<file path="config.mk">
export PLATFORM = sky130hd
export DESIGN_NAME = ddr3_burst_adapter
export DESIGN_NICKNAME = d
export VERILOG_FILES = /design/src/rtl/ddr3_burst_adapter.sv
export SDC_FILE = /design/constraint.sdc
export NUM_CORES = 1
export LEC_CHECK = 0
export BUFFER_PORTS_ARGS = -buffer_cell sky130_fd_sc_hd__buf_2
export CAP_MARGIN = 20
export CORE_UTILIZATION = 36
export DETAILED_ROUTE_END_ITERATION = 6
export PLACE_DENSITY = 0.67
export REMOVE_ABC_BUFFERS = 1
export SETUP_SLACK_MARGIN = 0.1
export SKIP_CTS_REPAIR_TIMING = 1
export SLEW_MARGIN = 20
export SYNTH_ARGS = -nofsm -noshare
export SYNTH_HDL_FRONTEND = slang
export SYNTH_SLANG_ARGS = --single-unit
</file>
<file path="constraint.sdc">
create_clock -name clk -period 9.6 [get_ports clk]
set_input_delay 1.92 -clock clk [delete_from_list [all_inputs] [get_ports clk]]
set_output_delay 1.92 -clock clk [all_outputs]
set_load 0.1 [all_outputs]
</file>
<file path="src/rtl/ddr3_burst_adapter.sv">
// Line-read buffer: registered pointers, head line visible combinationally; push and pop may coincide.
// Latency: a pushed line is at the head the following cycle; pushes while full are dropped.
module sync_fifo #(
   parameter int W     = 128,
   parameter int DEPTH = 4
) (
   input  logic                     clk,
   input  logic                     reset,
   input  logic                     push_vld,
   input  logic [W-1:0]             push_dat,
   input  logic                     pop_rdy,
   output logic [W-1:0]             head_dat,
   output logic [$clog2(DEPTH):0]   count
);
   localparam int AW = $clog2(DEPTH);

   logic [W-1:0]  mem [DEPTH];
   logic [AW-1:0] wr_ptr;
   logic [AW-1:0] rd_ptr;
   logic          do_push;
   logic          do_pop;

   assign do_pop   = pop_rdy && (count != '0);
   assign do_push  = push_vld && ((count != (AW+1)'(DEPTH)) || do_pop);
   assign head_dat = mem[rd_ptr];

   always_ff @(posedge clk) begin
      if (reset) begin
         wr_ptr <= '0;
         rd_ptr <= '0;
         count  <= '0;
      end else begin
         if (do_push) wr_ptr <= wr_ptr + 1'b1;
         if (do_pop)  rd_ptr <= rd_ptr + 1'b1;
         count <= count + (AW+1)'(do_push) - (AW+1)'(do_pop);
      end
   end

   always_ff @(posedge clk) begin
      if (do_push) mem[wr_ptr] <= push_dat;
   end
endmodule

// 32-bit memory port to 128-bit DDR3 line adapter: masked line writes, credit-limited pipelined line reads.
// Read words stream at up to 1/clk, first word 2 clk after the first line returns; ddr_cmd_valid holds until ready.
module ddr3_burst_adapter #(
   parameter int ADDR_W    = 25,
   parameter int RDQ_DEPTH = 4,
   parameter int MAX_BURST = 16
) (
   input  logic              clk,
   input  logic              reset,
   input  logic [31:0]       mem_addr,
   input  logic [31:0]       mem_din,
   input  logic [3:0]        mem_be,
   input  logic [7:0]        mem_burstcount,
   input  logic              mem_rd,
   input  logic              mem_we,
   output logic              mem_busy,
   output logic [31:0]       mem_dout,
   output logic              mem_dout_ready,
   output logic              ddr_cmd_valid,
   input  logic              ddr_cmd_ready,
   output logic              ddr_cmd_we,
   output logic [ADDR_W-1:0] ddr_addr,
   output logic [127:0]      ddr_wdata,
   output logic [15:0]       ddr_wmask,
   input  logic [127:0]      ddr_rdata,
   input  logic              ddr_rdata_valid
);
   localparam int CW = $clog2(RDQ_DEPTH) + 1;

   typedef enum logic [1:0] {IDLE, WR_CMD, RD_RUN} state_t;

   state_t            state_q, state_d;
   logic [7:0]        words_left_q, words_left_d;
   logic [7:0]        lines_left_q, lines_left_d;
   logic [1:0]        lane_q, lane_d;
   logic [CW-1:0]     out_cnt_q, out_cnt_d;
   logic [CW-1:0]     buf_cnt, buf_cnt_nxt;
   logic [127:0]      head_line;
   logic              busy_d, dout_rdy_d, cmd_vld_d, cmd_we_d;
   logic [31:0]       dout_d;
   logic [ADDR_W-1:0] addr_d;
   logic [127:0]      wdata_d;
   logic [15:0]       wmask_d;
   logic              cmd_hs, push, emit, pop, can_issue;
   logic [CW:0]       credit_used;
   logic [7:0]        n_words, lane_span;
   logic              unused_addr_bits;

   assign unused_addr_bits = ^{mem_addr[31:ADDR_W+4], mem_addr[1:0]};

   sync_fifo #(.W(128), .DEPTH(RDQ_DEPTH)) u_rdq (
      .clk      (clk),
      .reset    (reset),
      .push_vld (push),
      .push_dat (ddr_rdata),
      .pop_rdy  (pop),
      .head_dat (head_line),
      .count    (buf_cnt)
   );

   assign cmd_hs = ddr_cmd_valid && ddr_cmd_ready;
   // Lines arriving outside a read have no owner and are dropped.
   assign push   = ddr_rdata_valid && (state_q == RD_RUN);
   assign emit   = (state_q == RD_RUN) && (buf_cnt != '0) && (words_left_q != 8'd0);
   assign pop    = emit && ((lane_q == 2'd3) || (words_left_q == 8'd1));

   // Credits count accepted-but-unreturned lines plus buffered lines, looking one cycle ahead.
   assign out_cnt_d   = out_cnt_q + CW'(cmd_hs && (state_q == RD_RUN)) - CW'(push);
   assign buf_cnt_nxt = buf_cnt + CW'(push) - CW'(pop);
   assign credit_used = {1'b0, out_cnt_d} + {1'b0, buf_cnt_nxt};
   assign can_issue   = (lines_left_q != 8'd0) && (credit_used < (CW+1)'(RDQ_DEPTH));

   always_comb begin
      n_words = mem_burstcount;
      if (mem_burstcount == 8'd0)                n_words = 8'd1;
      else if (mem_burstcount > 8'(MAX_BURST))   n_words = 8'(MAX_BURST);
      lane_span = 8'(mem_addr[3:2]) + n_words - 8'd1;
   end

   always_comb begin
      state_d      = state_q;
      words_left_d = words_left_q;
      lines_left_d = lines_left_q;
      lane_d       = lane_q;
      busy_d       = mem_busy;
      dout_rdy_d   = 1'b0;
      dout_d       = mem_dout;
      cmd_vld_d    = ddr_cmd_valid;
      cmd_we_d     = ddr_cmd_we;
      addr_d       = ddr_addr;
      wdata_d      = ddr_wdata;
      wmask_d      = ddr_wmask;
      case (state_q)
         IDLE: begin
            busy_d = 1'b0;
            if (!mem_busy && mem_rd) begin
               state_d      = RD_RUN;
               busy_d       = 1'b1;
               cmd_vld_d    = 1'b1;
               cmd_we_d     = 1'b0;
               addr_d       = mem_addr[ADDR_W+3:4];
               lines_left_d = lane_span >> 2;
               words_left_d = n_words;
               lane_d       = mem_addr[3:2];
            end else if (!mem_busy && mem_we) begin
               state_d   = WR_CMD;
               busy_d    = 1'b1;
               cmd_vld_d = 1'b1;
               cmd_we_d  = 1'b1;
               addr_d    = mem_addr[ADDR_W+3:4];
               wdata_d   = {4{mem_din}};
               wmask_d   = 16'(mem_be) << {mem_addr[3:2], 2'b00};
            end
         end
         WR_CMD: begin
            if (cmd_hs) begin
               state_d   = IDLE;
               cmd_vld_d = 1'b0;
               busy_d    = 1'b0;
            end
         end
         RD_RUN: begin
            if (cmd_hs || !ddr_cmd_valid) begin
               cmd_vld_d = can_issue;
               if (can_issue) begin
                  addr_d       = ddr_addr + 1'b1;
                  lines_left_d = lines_left_q - 8'd1;
               end
            end
            if (emit) begin
               dout_rdy_d   = 1'b1;
               dout_d       = head_line[32*lane_q +: 32];
               words_left_d = words_left_q - 8'd1;
               lane_d       = lane_q + 2'd1;
               // Last word: IDLE drops busy on the following edge.
               if (words_left_q == 8'd1) state_d = IDLE;
            end
         end
         default: state_d = IDLE;
      endcase
   end

   always_ff @(posedge clk) begin
      if (reset) begin
         state_q        <= IDLE;
         words_left_q   <= '0;
         lines_left_q   <= '0;
         lane_q         <= '0;
         out_cnt_q      <= '0;
         mem_busy       <= 1'b0;
         mem_dout       <= '0;
         mem_dout_ready <= 1'b0;
         ddr_cmd_valid  <= 1'b0;
         ddr_cmd_we     <= 1'b0;
         ddr_addr       <= '0;
         ddr_wdata      <= '0;
         ddr_wmask      <= '0;
      end else begin
         state_q        <= state_d;
         words_left_q   <= words_left_d;
         lines_left_q   <= lines_left_d;
         lane_q         <= lane_d;
         out_cnt_q      <= out_cnt_d;
         mem_busy       <= busy_d;
         mem_dout       <= dout_d;
         mem_dout_ready <= dout_rdy_d;
         ddr_cmd_valid  <= cmd_vld_d;
         ddr_cmd_we     <= cmd_we_d;
         ddr_addr       <= addr_d;
         ddr_wdata      <= wdata_d;
         ddr_wmask      <= wmask_d;
      end
   end
endmodule

</file>
Word level (Yosys, flattened, before mapping):

Memories as Yosys holds them, arrays and structs flattened. A register that Yosys moved wholly into a read port is not among the register bits.
Cells that the tools add are included.

* $add $sub $neg: 15
* magnitude comparators: 2
* eq/ne operators: 12
* shifts and indexed selects: 2
* multiplexer cells: 37
* bitwise operators: 2
* reduce and logical (&&, ||, !) cells: 35

Operators with widths (count)
* $shiftx A128 B8 Y32: 1
* $mux W25: 4
* $mux W8: 7
* $pmux W25 S2: 1
* $pmux W8 S2: 2
* $add A25 B1 Y25 const B: 1
* $sub A8 B1 Y8 const B: 3
* $mux W2: 9
* $reduce_and A4 Y1: 4
* $reduce_bool A8 Y1: 2
* $shl A4 B4 Y16: 1
* $logic_and A1 B1 Y1: 11
* $mux W1: 10
* $ne A2 B2 Y1 const B: 5
* $add A3 B1 Y3: 3
* $sub A3 B1 Y3: 3
* $add A2 B8 Y8: 1
* $eq A8 B1 Y1 const B: 1
* $gt A8 B5 Y1 const B: 1
* $logic_not A8 Y1: 1
* $add A2 B1 Y2 const B: 3
* $ne A3 B3 Y1 const B: 2
* $pmux W2 S3: 1
* $reduce_and A2 Y1: 3
* 16 further kinds: 25

* register bits: 235
* bits in writable memories: 512
* word-level logic and storage cells: 122
* memories: 1

Memories
* u_rdq.mem: words 4, bits a word 128, read ports 1, clocked after Yosys merged registers in 1, write ports 1, RTL line 17 `logic [W-1:0] mem [DEPTH];`

Logic depth before layout (Yosys ltp):

Gate-level depths: netlist of run 1.

* word-level depth: 11
* mapped depth: 19
* gate-level depth less buffers: 16

Hierarchy:

A second synthesis of run 1 with hierarchy kept.

* cell total of the unflattened synthesis: 1660
* area, all modules: 26694.4 sq um

By module, submodules not included
* sync_fifo: times used 1, cells an instance 714, area each 18888.1 sq um, seq. area each 15554.9 sq um
* ddr3_burst_adapter: times used 1, cells an instance 946, area each 7806.2 sq um, seq. area each 2642.5 sq um

Worst setup path before layout of run 1:

No wires, ideal clock.

* kind: input port to flip-flop
* start: in ddr_rdata_valid
* end: mem u_rdq.mem[0][0], enable pin
* setup time: 0.502 ns
* arrival: 5.282 ns
* setup slack: 3.816 ns
* stages: 3
* path buffers: 0
* path through: nand2_1 a211oi_4 and2_1

* word-level cells in the longest chain between the ends: 4

Ends and longest elaborated chain
* start, declared: RTL line 69 `input logic ddr_rdata_valid`
* $logic_and A1 B1 Y1: RTL line 106 `assign push = ddr_rdata_valid && (state_q == RD_RUN);`
* $logic_and A1 B1 Y1: RTL line 24 `assign do_push = push_vld && ((count != (AW+1)'(DEPTH)) || do_pop);`
* named net u_rdq.do_push: RTL line 20 `logic do_push;`
* $mux W1: RTL line 40 `if (do_push) mem[wr_ptr] <= push_dat;`
* $mux W1 (implied by the code): RTL line 40
* end, declared: RTL line 17

The timed path passes the listed nets, and every way through them passes these cells.

Final worst setup path of run 1:

* start: reg state_q[1]
* end: reg ddr_addr[18]

* elaborated cells on any way between the ends: 20

RTL lines
* start, declared: RTL line 75 `state_t state_q, state_d;`
* start signal, assigned: RTL line 202 `state_q <= state_d;`
* $eq A2 B2 Y1 *: RTL line 106, 111
* $logic_and A1 B1 Y1: RTL line 111 `assign out_cnt_d = out_cnt_q + CW'(cmd_hs && (state_q == RD_RUN)) - CW'(push);`
* $add A3 B1 Y3: RTL line 111
* $sub A3 B1 Y3 *: RTL line 111
* named net out_cnt_d[2]: RTL line 79 `logic [CW-1:0] out_cnt_q, out_cnt_d;`
* $add A3 B3 Y4 *: RTL line 113 `assign credit_used = {1'b0, out_cnt_d} + {1'b0, buf_cnt_nxt};`
* $lt A4 B3 Y1 *: RTL line 114 `assign can_issue = (lines_left_q != 8'd0) && (credit_used < (CW+1)'(RDQ_DEPTH));`
* $logic_and A1 B1 Y1 *: RTL line 114
* $ne A2 B2 Y1 (no line) *
* $reduce_and A4 Y1 (no line) *
* end signal, assigned: RTL line 212 `ddr_addr <= addr_d;`
* end, declared: RTL line 65 `output logic [ADDR_W-1:0] ddr_addr,`

Mark *: on every way through the listed nets, which the timed path passes. The rest lies on a longest branch.
A chain may end at the register's enable or synchronous reset.

==> impl_metrics.ini, run 1 <==
[sta]
post-route-period-util_pct = 60.4
fin_crit_ps = 5800
skew_ps = 34.6
drv_slew = 0
finalSetupViolCount = 0
max_freq_ghz = 0.172
slew_headroom_pct = 26.6
rsz0062_at_grt = no
setup-tns-final_ps = 0
worst_slew_pin_slew_ps = 1100
hold_viol_final = 0

[yosys]
synth.top_cells.by_count = 512 x edfxtp_1, 155 x nand2_1, 141 x dfxtp_1
synth.area.top_cells = edfxtp_1 58%, mux4_2 11%, dfxtp_1 11%
synth_area_leader_cell = edfxtp_1
synth_top_area_share_pct = 58.1
ys_types = 77
synth-seq-cells = 653
yosysSeqAreaShare_pct = 68.8
yosysMostFrequentCell = edfxtp_1
netlist_area_mm2 = 0.0264
synthCells = 1666
synthFlopType = edfxtp_1
synthArstFlopShare_pct = 0
synth_edf_count = 512
synth_area_per_cell_um2 = 15.9
synth_warnings = 0

[final_layout]
fin_nets = 2216
drive_gt1_share_pct = 34.8
areaGrowthSynthToFinish_pct = 18.1
finalInstanceArea_mm2 = 0.0312
fin_cells = 3001

[floorplan]
start_util_pct = 36.3
core_mm2 = 0.0728
ios = 415
rows = 99
die_y_um = 273
die_area_mm2 = 0.0745
die_w_um = 273

[clock_tree]
clk_latency_ps = 620
clock-sinks = 653
cts_buffers = 72
tritoncts = built
clk_path_buf_depth = 3
cts_root_buf = clkbuf_16
cts_max_level = 3
cts.clk_slew.worst_paths_ps = 60

[global_route]
grt_start_max_net_pins = 97
gr-total-overflow = 0
grt_antenna_before_repair = 16
grt_pass1_vias = 16000
grt_util_all_layers_pct = 17.2
grt_pass1_wl_mm = 96.1

[detailed_routing]
route.vias.total = 15900
drt_wl_total_mm = 65.4
route.detailed.drc = 0
ant_nets = 0
vias_per_cell = 5.29
dr.pass1.iters = 5
wire_per_inst_um = 21.8
drt_iter0_markers = 1042

[placement]
port-buffer-count = 409
dp.cells = 2864
gp_congestion = 0.845
dp_hpwl_mm = 39.1
place_area_mm2 = 0.0288

[worst_setup_path]
critPathKind = flop to flop
cp-end-kind = flop
crit_arrival_ps = 6330
start_kind = flop
path_max_fanout = 25
cp.required_ps = 10130

[hold_path]
hold_class = flop to flop

[power_and_ir_drop]
ir_worst_vdd_uv = 169
power_density_mw_per_mm2 = 223
leakage_nw = 11.1

[status]
status = complete, no violations

[job]
cap_violations = 0
area by class of cell:
type	count	area, um2
Timing Repair Buffer	433	2230
Antenna cell	3	7.51
Clock inverter	35	392
Inverter	25	93.8
Tap cell	959	1200
Fill cell	6510	41600
Sequential cell	653	18200
Clock buffer	99	2040
Multi-Input combinational cell	794	7070
logic make-up after synthesis:
kind of cell / Yosys count / synth area share [%]
DFF: 653 / 68.8
and+or+nand+nor: 330 / 5.95
AOI/OAI and AO/OA: 289 / 7.67
buffers and inverters: 220 / 4.66
muxes: 132 / 11.1
adders and majority gates: 27 / 1.39
xor gates and xnor gates: 13 / 0.431
other: 2 / 0.0284
registers in the layout, summed over array words and instances (netlist names), 2 cells and up, named ones only:
signal / cells
ddr_addr: 25
u_rdq.wr_ptr: 2
ddr_wdata: 32
lines_left_q: 8
state_q: 2
out_cnt_q: 3
u_rdq.count: 3
ddr_wmask: 16
u_rdq.rd_ptr: 2
mem_dout: 32
u_rdq.mem: 512
words_left_q: 8
lane_q: 2
routing by layer:
metal	GRT usage, %	vias up	routed length [um]
met4	6.45	26	2230
met2	29.5	658	32400
li1	-	7095	-
met3	4.92	160	5280
met5	0	-	180
met1	20.3	7943	25200
worst max-delay path: stages (launching register included):
cell	delay, ps
dfxtp_1	980
nor2b_1	750
buf_4	380
nand3_1	110
ha_1	290
inv_1	60
ha_1	140
inv_1	50
fa_1	370
xnor2_1	150
xnor2_1	250
ha_1	290
nor4b_1	350
nand3_1	310
o21a_2	490
or4_1	580
a21oi_1	160
path summary, 6_finish.rpt:
kind | cells past startpoint | start | to | slack, ps
worst max-delay path | 16 | state_q[1] | ddr_addr[18] | 3800
worst min-delay path | 2 | ddr_wmask[7] | ddr_wmask[7] | 450
worst max register to register | 16 | state_q[1] | ddr_addr[18] | 3800
worst min register to register | 2 | ddr_wmask[7] | ddr_wmask[7] | 450
through the flow:
step | hold WS (ps) | worst slack (ps) | util [%] | total power [W]
floorplan | 455 | 2960 | - | 0.00399
global route | 469 | 3570 | 42.9 | 0.00722
CTS | 450 | 3660 | 42.9 | 0.00705
detailed placement | 443 | 3590 | 39.5 | 0.00427
global placement | 434 | 3690 | 39.5 | 0.00425
finish | 448 | 3800 | 42.9 | 0.00698
power breakdown:
| group | leakage [nW] | switching [W] | internal, W |
|---|---|---|---|
| registers | 5.77 | 0.0000804 | 0.00314 |
| clock network | 1.19 | 0.00115 | 0.00162 |
| logic | 4.11 | 0.000758 | 0.000235 |
placed cells by master (no fill, tap or decap), drive strengths merged, types with 5 or more instances in the layout:
| cell type | count |
|---|---|
| a221oi | 32 |
| nor2 | 55 |
| ha | 23 |
| inv | 26 |
| and2 | 6 |
| a211oi | 11 |
| o21ai | 26 |
| buf | 433 |
| dfxtp | 141 |
| nand2 | 155 |
| edfxtp | 512 |
| mux4 | 128 |
| nor3 | 16 |
| clkinv | 28 |
| nor2b | 7 |
| xnor2 | 8 |
| nand2b | 6 |
| a21oi | 90 |
| a31oi | 8 |
| o22ai | 37 |
| xor2 | 5 |
| nand3 | 32 |
| nand4 | 12 |
| a311oi | 8 |
| o31ai | 6 |
| clkbuf | 99 |
| nor3b | 5 |
| a22o | 33 |
| or4 | 6 |
| nor4 | 9 |
Power figures use the tool's default switching activity.
==> run 2: changes to the inputs <==
--- a/config.mk
+++ b/config.mk
@@ -5,11 +5,12 @@
 export SDC_FILE = /design/constraint.sdc
 export NUM_CORES = 1
 export LEC_CHECK = 0
+export ABC_AREA = 1
 export BUFFER_PORTS_ARGS = -buffer_cell sky130_fd_sc_hd__buf_2
 export CAP_MARGIN = 20
 export CORE_UTILIZATION = 36
 export DETAILED_ROUTE_END_ITERATION = 6
-export PLACE_DENSITY = 0.67
+export PLACE_DENSITY = 0.69
 export REMOVE_ABC_BUFFERS = 1
 export SETUP_SLACK_MARGIN = 0.1
 export SKIP_CTS_REPAIR_TIMING = 1
==> constraint.sdc (replaced) <==
create_clock -name clk -period 5.15 [get_ports clk]
set_input_delay 1.03 -clock clk [delete_from_list [all_inputs] [get_ports clk]]
set_output_delay 1.03 -clock clk [all_outputs]
set_load 0.1 [all_outputs]
==> run 2 against run 1 <==
  * Core utilization shrank 0.18 points
  * Clock skew shrank 14 ps
  * Critical path type unchanged
  * Via count grew 24%
==> impl_metrics.ini, run 2 <==
[detailed_routing]
drt_iter0_markers = 1228
dr.pass1.iters = 5
ant_nets = 0
route.detailed.drc = 0
wire_per_inst_um = 16.6
drt_wl_total_mm = 67.4
vias_per_cell = 4.88
route.vias.total = 19800

[sta]
max_freq_ghz = 0.235
setup_ws_ps = 899
rsz0062_at_grt = no
finalSetupViolCount = 0
drv_slew = 0
fin_crit_ps = 4250
slew_headroom_pct = 37.7
worst_slew_pin_slew_ps = 935
post-route-period-util_pct = 82.5
skew_ps = 20.9
hold_viol_final = 0
hold_ws_ps = 461

[yosys]
synth_area_leader_cell = edfxtp_1
synth.area.top_cells = edfxtp_1 54%, dfxtp_1 9.9%, inv_1 4.9%
synth.top_cells.by_count = 512 x edfxtp_1, 374 x inv_1, 286 x nand2_1
synthArstFlopShare_pct = 0
yosysSeqAreaShare_pct = 64.0
synth_top_area_share_pct = 54.1
synth_warnings = 0
netlist_area_mm2 = 0.0284
synth_area_per_cell_um2 = 10.7
synth_edf_count = 512
synthFlopType = edfxtp_1
synth-seq-cells = 653
synthCells = 2666
yosysMostFrequentCell = edfxtp_1
ys_types = 46

[global_route]
grt_util_all_layers_pct = 16.5
grt_pass1_wl_mm = 105
grt_pass1_vias = 18900
grt_start_max_net_pins = 149
gr-total-overflow = 0
grt_antenna_before_repair = 20

[worst_setup_path]
path_max_fanout = 36
cp.required_ps = 5680
critPathKind = flop to flop
crit_path_frequent_cell = inv_1
start_kind = flop
slowest_delay_ps = 450
crit_arrival_ps = 4780
crit_chain = nand2_4 > buf_4 > nor2_1 > o21ai_2 > clkinv_2 > o21ai_2 > inv_1 > ha_1 > inv_1 > ha_1 > inv_1 > fa_1 > xor2_1 > ha_1 > nor3_1 > o211ai_1 > nand2_1 > nand2_1 > buf_4 > inv_1 > o211ai_1 > a21oi_1
reg2reg_depth = 22
slowest_stage = dfxtp_1
cp-end-kind = flop

[placement]
dp_slack_ps = 618
dp_hpwl_mm = 39.9
gp_congestion = 0.865
dp.cells = 3899
place_area_mm2 = 0.0306
port-buffer-count = 409

[hold_path]
whs_path_depth = 2
hold_class = flop to flop

[final_layout]
fin_nets = 3173
fin_cells = 4048
largest_reg_flops = 512
n_fill_cell = 7255
finalInstanceArea_mm2 = 0.0332
regMostFlops = u_rdq.mem
drive_gt1_share_pct = 19.9
final_cell_mix = 512 x edfxtp_1, 409 x buf_2, 372 x inv_1
areaGrowthSynthToFinish_pct = 16.8
top_regs = u_rdq.mem: 512 flops, ddr_wdata: 32 flops, mem_dout: 32 flops
final_common_cell = edfxtp_1

[clock_tree]
cts.clk_slew.worst_paths_ps = 50
cts_max_level = 3
clk_latency_ps = 610
clock-sinks = 653
cts_root_buf = clkbuf_16
cts_buffers = 75
tritoncts = built
clk_path_buf_depth = 3

[power_and_ir_drop]
ir_worst_vdd_uv = 427
power_density_mw_per_mm2 = 458
leakage_nw = 13.1

[floorplan]
core_mm2 = 0.0777
die_area_mm2 = 0.0801
die_y_um = 283
rows = 102
start_util_pct = 36.6
ios = 415
die_w_um = 283

[status]
status = complete, no violations

[job]
cap_violations = 0
## run 2: cell types whose count changed after synthesis, sizes merged, moves of 104 or more
cell | before | now
inv | 25 | 377
mux4 | 128 | 0
nand2 | 155 | 289
nand3 | 32 | 267
nor2 | 55 | 159
o211ai | 3 | 168
o21ai | 26 | 200
## run 2: path summary, 6_finish.rpt
kind	startpoint	end	slack, ps
hold reg to reg	ddr_wmask[1]	ddr_wmask[1]	460
setup / recovery	state_q[1]	ddr_addr[15]	900
hold / removal	ddr_wmask[1]	ddr_wmask[1]	460
setup reg to reg	state_q[1]	ddr_addr[15]	900
## run 2: cells by family after synthesis
logic type | count (synthesis) | synth area share, %
simple gates | 766 | 11.8
flops | 653 | 64.0
buf+inv | 628 | 10.5
compound gates | 579 | 12.0
fa+ha+maj | 27 | 1.29
xor+xnor | 11 | 0.339
other cells | 2 | 0.0264
## run 2: per-stage QoR
step	util [%]	TNS, ps	power [W]
floorplan	-	-1732640	0.00912
global placement	39.4	0	0.00992
detailed placement	39.4	0	0.00995
CTS	42.7	0	0.0154
global route	42.7	0	0.0158
finish	42.7	0	0.0152
## run 2: final cells by class
class | count | area [um2] | share of cell area, %
Inverter | 380 | 1430 | 4.31
Sequential cell | 653 | 18200 | 54.9
Timing Repair Buffer | 440 | 2420 | 7.28
Clock inverter | 45 | 487 | 1.47
Multi-Input combinational cell | 1386 | 7280 | 21.9
Antenna cell | 9 | 22.5 | 0.0679
Tap cell | 1040 | 1300 | 3.92
Clock buffer | 95 | 2040 | 6.16
## run 2: worst max-delay path: cells and delay by family, from the launching register on
kind            cells  cell delay, ps
simple gates        5             600
buf+inv             7            1260
fa+ha+maj           4            1050
compound gates      5             640
xor+xnor            1             170
flops               1             450
## run 2: per-layer routing
metal	global-route usage [%]	wire length, um	up-vias
met2	28.5	33100	438
met3	3.40	3470	139
li1	-	-	9680
met1	20.2	28600	9494
met4	6.45	2060	20
met5	0	111	-
## run 2: power breakdown
part	internal [W]	total [W]	switching [W]	leakage, nW
clock	0.00321	0.00536	0.00216	1.24
sequential	0.00596	0.00618	0.000228	5.77
combinational	0.000614	0.00365	0.00303	6.07
